## config.mk

```make
export PLATFORM = sky130hd
export DESIGN_NAME = fpu_fpr_wb_flat
export DESIGN_NICKNAME = d
export VERILOG_FILES = /design/src/rtl/fpu_fpr_wb_if.sv /design/src/rtl/fpu_fpr_wb.sv /design/src/flat_wrapper.sv
export SDC_FILE = /design/constraint.sdc
export NUM_CORES = 1
export LEC_CHECK = 0
export CORE_MARGIN = 8
export CORE_UTILIZATION = 54
export DETAILED_ROUTE_END_ITERATION = 8
export GPL_TIMING_DRIVEN = 0
export PLACE_DENSITY_LB_ADDON = 0.08
export SLEW_MARGIN = 20
export SYNTH_ARGS = -nofsm -noshare
export SYNTH_HDL_FRONTEND = slang
export SYNTH_SLANG_ARGS = --single-unit
```

## constraint.sdc

```tcl
create_clock -name clk -period 6.9 [get_ports clk]
set_input_delay 0.69 -clock clk [delete_from_list [all_inputs] [get_ports clk]]
set_output_delay 0.69 -clock clk [all_outputs]
set_load 0.01 [all_outputs]
```

## src/rtl/fpu_fpr_wb_if.sv

```systemverilog
// fpu_fpr_wb_if -- bundle of all non-clock signals between the FP writeback
// stage and its neighbours (load unit, FPU, issue stage, FP register file).
//   load return   : ld_valid, ld_rd, ld_data (no backpressure)
//   FPU result    : fpu_res_valid/fpu_res_ready handshake, fpu_res_rd, fpu_res_data
//   issue check   : issue_valid, issue_rd, rs0..rs2, rs0_en..rs2_en -> hz0..hz2, hz_rd, busy
//   regfile write : wen0, waddr0, wd0
//   forwarding    : fwd0..fwd2, fwd_data0..fwd_data2 (only with FPU_FPR_WB_BYPASS_EN)
// modport slave is the writeback stage, modport master is its environment.
interface fpu_fpr_wb_if #(parameter int FPLEN = 16);
  logic             ld_valid;
  logic [4:0]       ld_rd;
  logic [FPLEN-1:0] ld_data;
  logic             fpu_res_valid;
  logic             fpu_res_ready;
  logic [4:0]       fpu_res_rd;
  logic [FPLEN-1:0] fpu_res_data;
  logic             issue_valid;
  logic [4:0]       issue_rd;
  logic [4:0]       rs0, rs1, rs2;
  logic             rs0_en, rs1_en, rs2_en;
  logic             hz0, hz1, hz2;
  logic             hz_rd;
  logic [31:0]      busy;
  logic             wen0;
  logic [4:0]       waddr0;
  logic [FPLEN-1:0] wd0;
`ifdef FPU_FPR_WB_BYPASS_EN
  logic             fwd0, fwd1, fwd2;
  logic [FPLEN-1:0] fwd_data0, fwd_data1, fwd_data2;
`endif

  modport slave (
    input  ld_valid, ld_rd, ld_data,
    input  fpu_res_valid, fpu_res_rd, fpu_res_data,
    output fpu_res_ready,
    input  issue_valid, issue_rd, rs0, rs1, rs2, rs0_en, rs1_en, rs2_en,
    output hz0, hz1, hz2, hz_rd, busy,
    output wen0, waddr0, wd0
`ifdef FPU_FPR_WB_BYPASS_EN
   ,output fwd0, fwd1, fwd2, fwd_data0, fwd_data1, fwd_data2
`endif
  );

  modport master (
    output ld_valid, ld_rd, ld_data,
    output fpu_res_valid, fpu_res_rd, fpu_res_data,
    input  fpu_res_ready,
    output issue_valid, issue_rd, rs0, rs1, rs2, rs0_en, rs1_en, rs2_en,
    input  hz0, hz1, hz2, hz_rd, busy,
    input  wen0, waddr0, wd0
`ifdef FPU_FPR_WB_BYPASS_EN
   ,input  fwd0, fwd1, fwd2, fwd_data0, fwd_data1, fwd_data2
`endif
  );
endinterface

```

## src/rtl/fpu_fpr_wb.sv

```systemverilog
// fpu_fpr_wb -- FP register-file writeback stage.
// Merges FP load returns (highest priority, never stalled) and FPU results
// (valid/ready, buffered in a DEPTH-entry FIFO) into one registered write per
// cycle on the register file port wen0/waddr0/wd0. Keeps a 32-entry
// pending-write scoreboard and produces RAW/WAW hazard flags for issue.
// Ports:
//   clk   - clock
//   rst_l - synchronous active-low reset
//   bus   - fpu_fpr_wb_if.slave (load, FPU, issue-check and regfile signals)
// Parameters: FPLEN (data width), DEPTH (FPU result FIFO entries, >=1).
// Optional: define FPU_FPR_WB_BYPASS_EN to add write-to-read forwarding
// outputs fwd0..2/fwd_data0..2; a forwarded source no longer flags a hazard.
module fpu_fpr_wb #(
  parameter int FPLEN = 16,
  parameter int DEPTH = 2
) (
  input logic          clk,
  input logic          rst_l,
  fpu_fpr_wb_if.slave  bus
);

  localparam int PW = (DEPTH > 1) ? $clog2(DEPTH) : 1;
  localparam int CW = $clog2(DEPTH + 1);

  typedef struct packed {
    logic [4:0]       rd;
    logic [FPLEN-1:0] data;
  } wb_req_t;

  wb_req_t          mem_q [DEPTH];
  logic [PW-1:0]    wr_ptr_q, wr_ptr_d, rd_ptr_q, rd_ptr_d;
  logic [CW-1:0]    count_q, count_d;
  logic             wen0_q, wen0_d;
  logic [4:0]       waddr0_q, waddr0_d;
  logic [FPLEN-1:0] wd0_q, wd0_d;
  logic [31:0]      busy_q, busy_d;
  logic             ready, accept, empty, push, pop;
  wb_req_t          head, fpu_req;

  function automatic logic [PW-1:0] ptr_inc(input logic [PW-1:0] p);
    return (p == PW'(DEPTH - 1)) ? '0 : p + 1'b1;
  endfunction

  // Ready depends only on registered state so the producer sees no comb path
  // through its own valid.
  assign ready   = (count_q < CW'(DEPTH));
  assign accept  = bus.fpu_res_valid & ready;
  assign empty   = (count_q == '0);
  assign head    = mem_q[rd_ptr_q];
  assign fpu_req = '{rd: bus.fpu_res_rd, data: bus.fpu_res_data};

  always_comb begin
    wen0_d   = 1'b0;
    waddr0_d = waddr0_q;
    wd0_d    = wd0_q;
    push     = 1'b0;
    pop      = 1'b0;
    if (bus.ld_valid) begin
      wen0_d   = 1'b1;
      waddr0_d = bus.ld_rd;
      wd0_d    = bus.ld_data;
      push     = accept;
    end else if (!empty) begin
      wen0_d   = 1'b1;
      waddr0_d = head.rd;
      wd0_d    = head.data;
      pop      = 1'b1;
      push     = accept;
    end else if (accept) begin
      // Empty FIFO: the FPU result goes straight to the output register.
      wen0_d   = 1'b1;
      waddr0_d = fpu_req.rd;
      wd0_d    = fpu_req.data;
    end

    wr_ptr_d = push ? ptr_inc(wr_ptr_q) : wr_ptr_q;
    rd_ptr_d = pop  ? ptr_inc(rd_ptr_q) : rd_ptr_q;
    unique case ({push, pop})
      2'b10:   count_d = count_q + 1'b1;
      2'b01:   count_d = count_q - 1'b1;
      default: count_d = count_q;
    endcase

    // Clear first so a same-edge set on the same register wins.
    busy_d = busy_q;
    if (wen0_q)          busy_d[waddr0_q]     = 1'b0;
    if (bus.issue_valid) busy_d[bus.issue_rd] = 1'b1;
  end

  always_ff @(posedge clk) begin
    if (!rst_l) begin
      wen0_q   <= 1'b0;
      waddr0_q <= '0;
      wd0_q    <= '0;
      busy_q   <= '0;
      count_q  <= '0;
      wr_ptr_q <= '0;
      rd_ptr_q <= '0;
    end else begin
      wen0_q   <= wen0_d;
      waddr0_q <= waddr0_d;
      wd0_q    <= wd0_d;
      busy_q   <= busy_d;
      count_q  <= count_d;
      wr_ptr_q <= wr_ptr_d;
      rd_ptr_q <= rd_ptr_d;
    end
  end

  // Storage needs no reset: count/pointers define which entries are live.
  always_ff @(posedge clk) begin
    if (rst_l && push) mem_q[wr_ptr_q] <= fpu_req;
  end

  // Per-source hazard check.
  logic [2:0][4:0] rs;
  logic [2:0]      rs_en, hz;
  assign rs    = {bus.rs2, bus.rs1, bus.rs0};
  assign rs_en = {bus.rs2_en, bus.rs1_en, bus.rs0_en};

`ifdef FPU_FPR_WB_BYPASS_EN
  logic [2:0] fwd;
  for (genvar k = 0; k < 3; k++) begin : g_src
    assign fwd[k] = wen0_q & rs_en[k] & (waddr0_q == rs[k]);
    assign hz[k]  = rs_en[k] & busy_q[rs[k]] & ~fwd[k];
  end
  assign bus.fwd0      = fwd[0];
  assign bus.fwd1      = fwd[1];
  assign bus.fwd2      = fwd[2];
  assign bus.fwd_data0 = wd0_q;
  assign bus.fwd_data1 = wd0_q;
  assign bus.fwd_data2 = wd0_q;
`else
  for (genvar k = 0; k < 3; k++) begin : g_src
    assign hz[k] = rs_en[k] & busy_q[rs[k]];
  end
`endif

  assign bus.hz0           = hz[0];
  assign bus.hz1           = hz[1];
  assign bus.hz2           = hz[2];
  assign bus.hz_rd         = bus.issue_valid & busy_q[bus.issue_rd];
  assign bus.busy          = busy_q;
  assign bus.fpu_res_ready = ready;
  assign bus.wen0          = wen0_q;
  assign bus.waddr0        = waddr0_q;
  assign bus.wd0           = wd0_q;

endmodule

```

## src/flat_wrapper.sv

```systemverilog
// flat-port wrapper written by rule: the top's interface ports become plain ports
module fpu_fpr_wb_flat 
#(
  parameter int FPLEN = 16,
  parameter int DEPTH = 2
)
  (clk, rst_l, bus_ld_valid, bus_ld_rd, bus_ld_data, bus_fpu_res_valid, bus_fpu_res_rd, bus_fpu_res_data, bus_fpu_res_ready, bus_issue_valid, bus_issue_rd, bus_rs0, bus_rs1, bus_rs2, bus_rs0_en, bus_rs1_en, bus_rs2_en, bus_hz0, bus_hz1, bus_hz2, bus_hz_rd, bus_busy, bus_wen0, bus_waddr0, bus_wd0);
  fpu_fpr_wb_if #(.FPLEN(FPLEN)) bus_i ();
  input logic clk;
  input logic rst_l;
  input wire logic [$bits(bus_i.ld_valid)-1:0] bus_ld_valid;
  input wire logic [$bits(bus_i.ld_rd)-1:0] bus_ld_rd;
  input wire logic [$bits(bus_i.ld_data)-1:0] bus_ld_data;
  input wire logic [$bits(bus_i.fpu_res_valid)-1:0] bus_fpu_res_valid;
  input wire logic [$bits(bus_i.fpu_res_rd)-1:0] bus_fpu_res_rd;
  input wire logic [$bits(bus_i.fpu_res_data)-1:0] bus_fpu_res_data;
  output wire logic [$bits(bus_i.fpu_res_ready)-1:0] bus_fpu_res_ready;
  input wire logic [$bits(bus_i.issue_valid)-1:0] bus_issue_valid;
  input wire logic [$bits(bus_i.issue_rd)-1:0] bus_issue_rd;
  input wire logic [$bits(bus_i.rs0)-1:0] bus_rs0;
  input wire logic [$bits(bus_i.rs1)-1:0] bus_rs1;
  input wire logic [$bits(bus_i.rs2)-1:0] bus_rs2;
  input wire logic [$bits(bus_i.rs0_en)-1:0] bus_rs0_en;
  input wire logic [$bits(bus_i.rs1_en)-1:0] bus_rs1_en;
  input wire logic [$bits(bus_i.rs2_en)-1:0] bus_rs2_en;
  output wire logic [$bits(bus_i.hz0)-1:0] bus_hz0;
  output wire logic [$bits(bus_i.hz1)-1:0] bus_hz1;
  output wire logic [$bits(bus_i.hz2)-1:0] bus_hz2;
  output wire logic [$bits(bus_i.hz_rd)-1:0] bus_hz_rd;
  output wire logic [$bits(bus_i.busy)-1:0] bus_busy;
  output wire logic [$bits(bus_i.wen0)-1:0] bus_wen0;
  output wire logic [$bits(bus_i.waddr0)-1:0] bus_waddr0;
  output wire logic [$bits(bus_i.wd0)-1:0] bus_wd0;
  assign bus_i.ld_valid = bus_ld_valid;
  assign bus_i.ld_rd = bus_ld_rd;
  assign bus_i.ld_data = bus_ld_data;
  assign bus_i.fpu_res_valid = bus_fpu_res_valid;
  assign bus_i.fpu_res_rd = bus_fpu_res_rd;
  assign bus_i.fpu_res_data = bus_fpu_res_data;
  assign bus_fpu_res_ready = bus_i.fpu_res_ready;
  assign bus_i.issue_valid = bus_issue_valid;
  assign bus_i.issue_rd = bus_issue_rd;
  assign bus_i.rs0 = bus_rs0;
  assign bus_i.rs1 = bus_rs1;
  assign bus_i.rs2 = bus_rs2;
  assign bus_i.rs0_en = bus_rs0_en;
  assign bus_i.rs1_en = bus_rs1_en;
  assign bus_i.rs2_en = bus_rs2_en;
  assign bus_hz0 = bus_i.hz0;
  assign bus_hz1 = bus_i.hz1;
  assign bus_hz2 = bus_i.hz2;
  assign bus_hz_rd = bus_i.hz_rd;
  assign bus_busy = bus_i.busy;
  assign bus_wen0 = bus_i.wen0;
  assign bus_waddr0 = bus_i.waddr0;
  assign bus_wd0 = bus_i.wd0;
  fpu_fpr_wb #(.FPLEN(FPLEN), .DEPTH(DEPTH)) u_core (.clk(clk), .rst_l(rst_l), .bus(bus_i));
endmodule
```

==> results.yml <==
run_status:
  status: "finished clean"
cts:
  tritoncts: "done"
  postCtsHoldBufs: 0
  clock-sinks: 101
  cts_resized: 0
  cts_max_level: 3
  cts-buffers-inserted: 9
  clock-root-buffer: "clkbuf_8"
  ctsLongestPathBuffers: 2
  clk_latency_ns: 0.36
  cts_setup_buffers: 0
  cts.clk_slew.worst_paths_ns: 0.10
power:
  p_per_area_nw_per_um2: 235
  vdd_drop_max_mv: 0.185
  finalPower_mw: 1.62
  leakagePower_nw: 2.28
route:
  route.detailed.drc: 0
  drt-total-wl_um: 15100
  firstDrtPassIters: 6
  avgViaCountPerCell: 6.09
  postRouteAntennaNets: 0
  drt-wirelength-per-cell_um: 19.9
  dr_total_vias: 4623
  drt-initial-drc-count: 307
worst_hold_path:
  hp-class: "register to register"
  min_to: "u_core.bus.wd0[9]"
  hp-start: "u_core.bus.wd0[9]"
  hold_depth: 2
cells_and_area:
  antenna_cells: 0
  drive_above_1_share: 0.152
  fillerInstances: 726
  fin_nets: 692
  syn2layout_area_growth_pct: 29.6
die:
  rows: 36
  dieArea_um2: 13300
  die_x_um: 115
  io_pins: 129
  coreArea_um2: 9680
  start_util: 0.549
  die_h_um: 115
synth:
  async_reset_ff_frac: 0
  synthDistinctLibCells: 45
  yosys_warnings: 0
  avgSynthCellArea_um2: 10.9
  ys_ff_latch: 101
  yosysTopAreaCell: "edfxtp_1"
  syn_area_um2: 5320
  synth-edff-count: 42
  ys_seq_area_frac: 0.459
  syn_nets: 560
  synth_cells: 489
  ys.flop_type: "dfxtp_1"
  yosys.area.top_type_share: 0.237
  ys_top_cells_by_area: "edfxtp_1 (24%), dfxtp_1 (22%), mux4_2 (12%)"
sta:
  drv_slew: 0
  worstMarginPinSlew_ns: 0.797
  setup_violations: 0
  clock.fmax_mhz: 266
  fin_setup_tns_ns: 0
  finClkSkew_ns: 0.00798
  slew_headroom: 0.469
  finalHoldViolCount: 0
  rsz0062_at_grt: "no"
  min_period_ns: 3.76
  min_period_over_period: 0.545
worst_setup_path:
  rr_startpoint: "u_core.count_q[1]"
  crit_fanout: 10
  crit_required_ns: 6.21
  start_kind: "input pin"
  r2r_slack_ns: 4.58
  critPathCaptureType: "output port"
  r2r_cells: 8
  r2r-end: "u_core.count_q[1]"
  crit_type: "input pin to output port"
  arrival_ns: 3.07
global_routing:
  grt_max_degree: 22
  antenna_found_initial: 0
  grt_pass1_vias: 4752
  grt_pass1_wl_um: 23900
  gr-total-overflow: 0
  grt_usage: 0.228
placed_design:
  dp_hpwl_um: 11400
  gp_congestion: 0.916
  io_buffers: 118
run:
  cap_viol_max_count: 0
## per-stage QoR
step	hold slack [ns]	worst slack [ns]	cell area, um2	cells	utilization
detailed placement	0.496	3.15	6690	742	0.691
global route	0.545	3.02	6890	759	0.711
global placement	0.486	1.97	6660	740	0.688
CTS	0.523	3.14	6870	758	0.709
floorplan	0.481	3.75	5320	489	-
finish	0.517	3.14	6890	759	0.711
## state kept, by name (all words and copies together), names as in the netlist, named ones only
signal,count
u_core.bus.busy,32
u_core.bus.wen0,1
u_core.bus.wd0,16
u_core.count_q,2
u_core.wr_ptr_q,1
u_core.bus.waddr0,5
u_core.rd_ptr_q,1
u_core.mem_q,42
## area by class of cell
cell class,count,area [um2],area share
Multi-Input combinational cell,338,2660,0.386
Sequential cell,101,2440,0.355
Timing Repair Buffer,121,1210,0.176
Buffer,43,199,0.0289
Tap cell,133,166,0.0242
Clock buffer,9,124,0.0180
Clock inverter,7,57.6,0.00835
Inverter,7,26.3,0.00381
## power breakdown
group / internal, mW / switching, mW
registers: 0.681 / 0.0316
clock network: 0.136 / 0.214
logic: 0.251 / 0.308
total: 1.07 / 0.554
## worst max-delay path, stage by stage
cell and delay, ns:
clkdlybuf4s50_1 0.54, buf_2 0.32, mux4_2 0.57, a221oi_1 0.31
a31oi_1 0.13, clkdlybuf4s50_1 0.51
## cells in the mapped netlist, drive strengths merged, types with 2 or more instances
cell,instances
a311oi,3
and3b,2
nand2b,2
nor2,28
o221a,2
nand3,3
o22ai,2
o21ai,38
dfxtp,59
nand3b,5
mux4,29
buf,18
mux2i,27
inv,7
a22oi,2
nor4b,3
or3b,3
a31oi,2
nor3,21
nor3b,5
nand2,38
clkbuf,25
or3,3
a211oi,39
and3,3
xnor2,3
mux2,9
a21oi,54
edfxtp,42
o31ai,3
## worst max-delay path by stage
stage                                from            endpoint  slack, ns  cells after the start
after floorplan                     rst_l  u_core.mem_q[0][0]       3.75                      4
after global placement              rst_l  u_core.mem_q[0][1]       1.97                      5
after detailed placement  bus_issue_rd[0]           bus_hz_rd       3.15                      6
after CTS                 bus_issue_rd[0]           bus_hz_rd       3.14                      6
after global routing      bus_issue_rd[0]           bus_hz_rd       3.02                      6
final                     bus_issue_rd[0]           bus_hz_rd       3.14                      6
## cells by family (layout without fill, tap and decap cells)
logic type      after synthesis  in the layout  synth area share
compound gates              149            149             0.186
fa+ha+maj                     1              1           0.00235
mux                          65             65             0.193
xor+xnor                      4              4           0.00659
flops                       101            101             0.459
simple gates                119            119             0.110
buf+inv                      50            187            0.0424
## layout by cell type (no fill, tap or decap), types with 3 or more instances in the layout
cell type and n:
xnor2_1 3, clkbuf_8 9, o21ai_0 35, buf_2 12
dfxtp_1 59, buf_6 4, mux2_2 9, nor3_1 19
buf_1 3, nor3b_1 4, a311oi_1 3, clkbuf_1 25
a211oi_1 21, a21oi_1 54, inv_1 7, or3_1 3
a211oi_2 18, nor4b_1 3, and3_1 3, clkdlybuf4s50_1 118
nand3b_1 5, o21ai_1 3, mux4_2 29, nand2_1 38
nor2_1 28, o31ai_1 3, mux2i_1 27, nand3_1 3
edfxtp_1 42
## layer usage
layer | global-route usage | part of all wire | vias up
met5 | 0 | 0 | -
met4 | 0.102 | 0.029 | 0
met3 | 0.0525 | 0.077 | 38
met2 | 0.407 | 0.51 | 218
met1 | 0.254 | 0.39 | 2234
li1 | - | - | 2133
(Power assumes the default switching activity.)
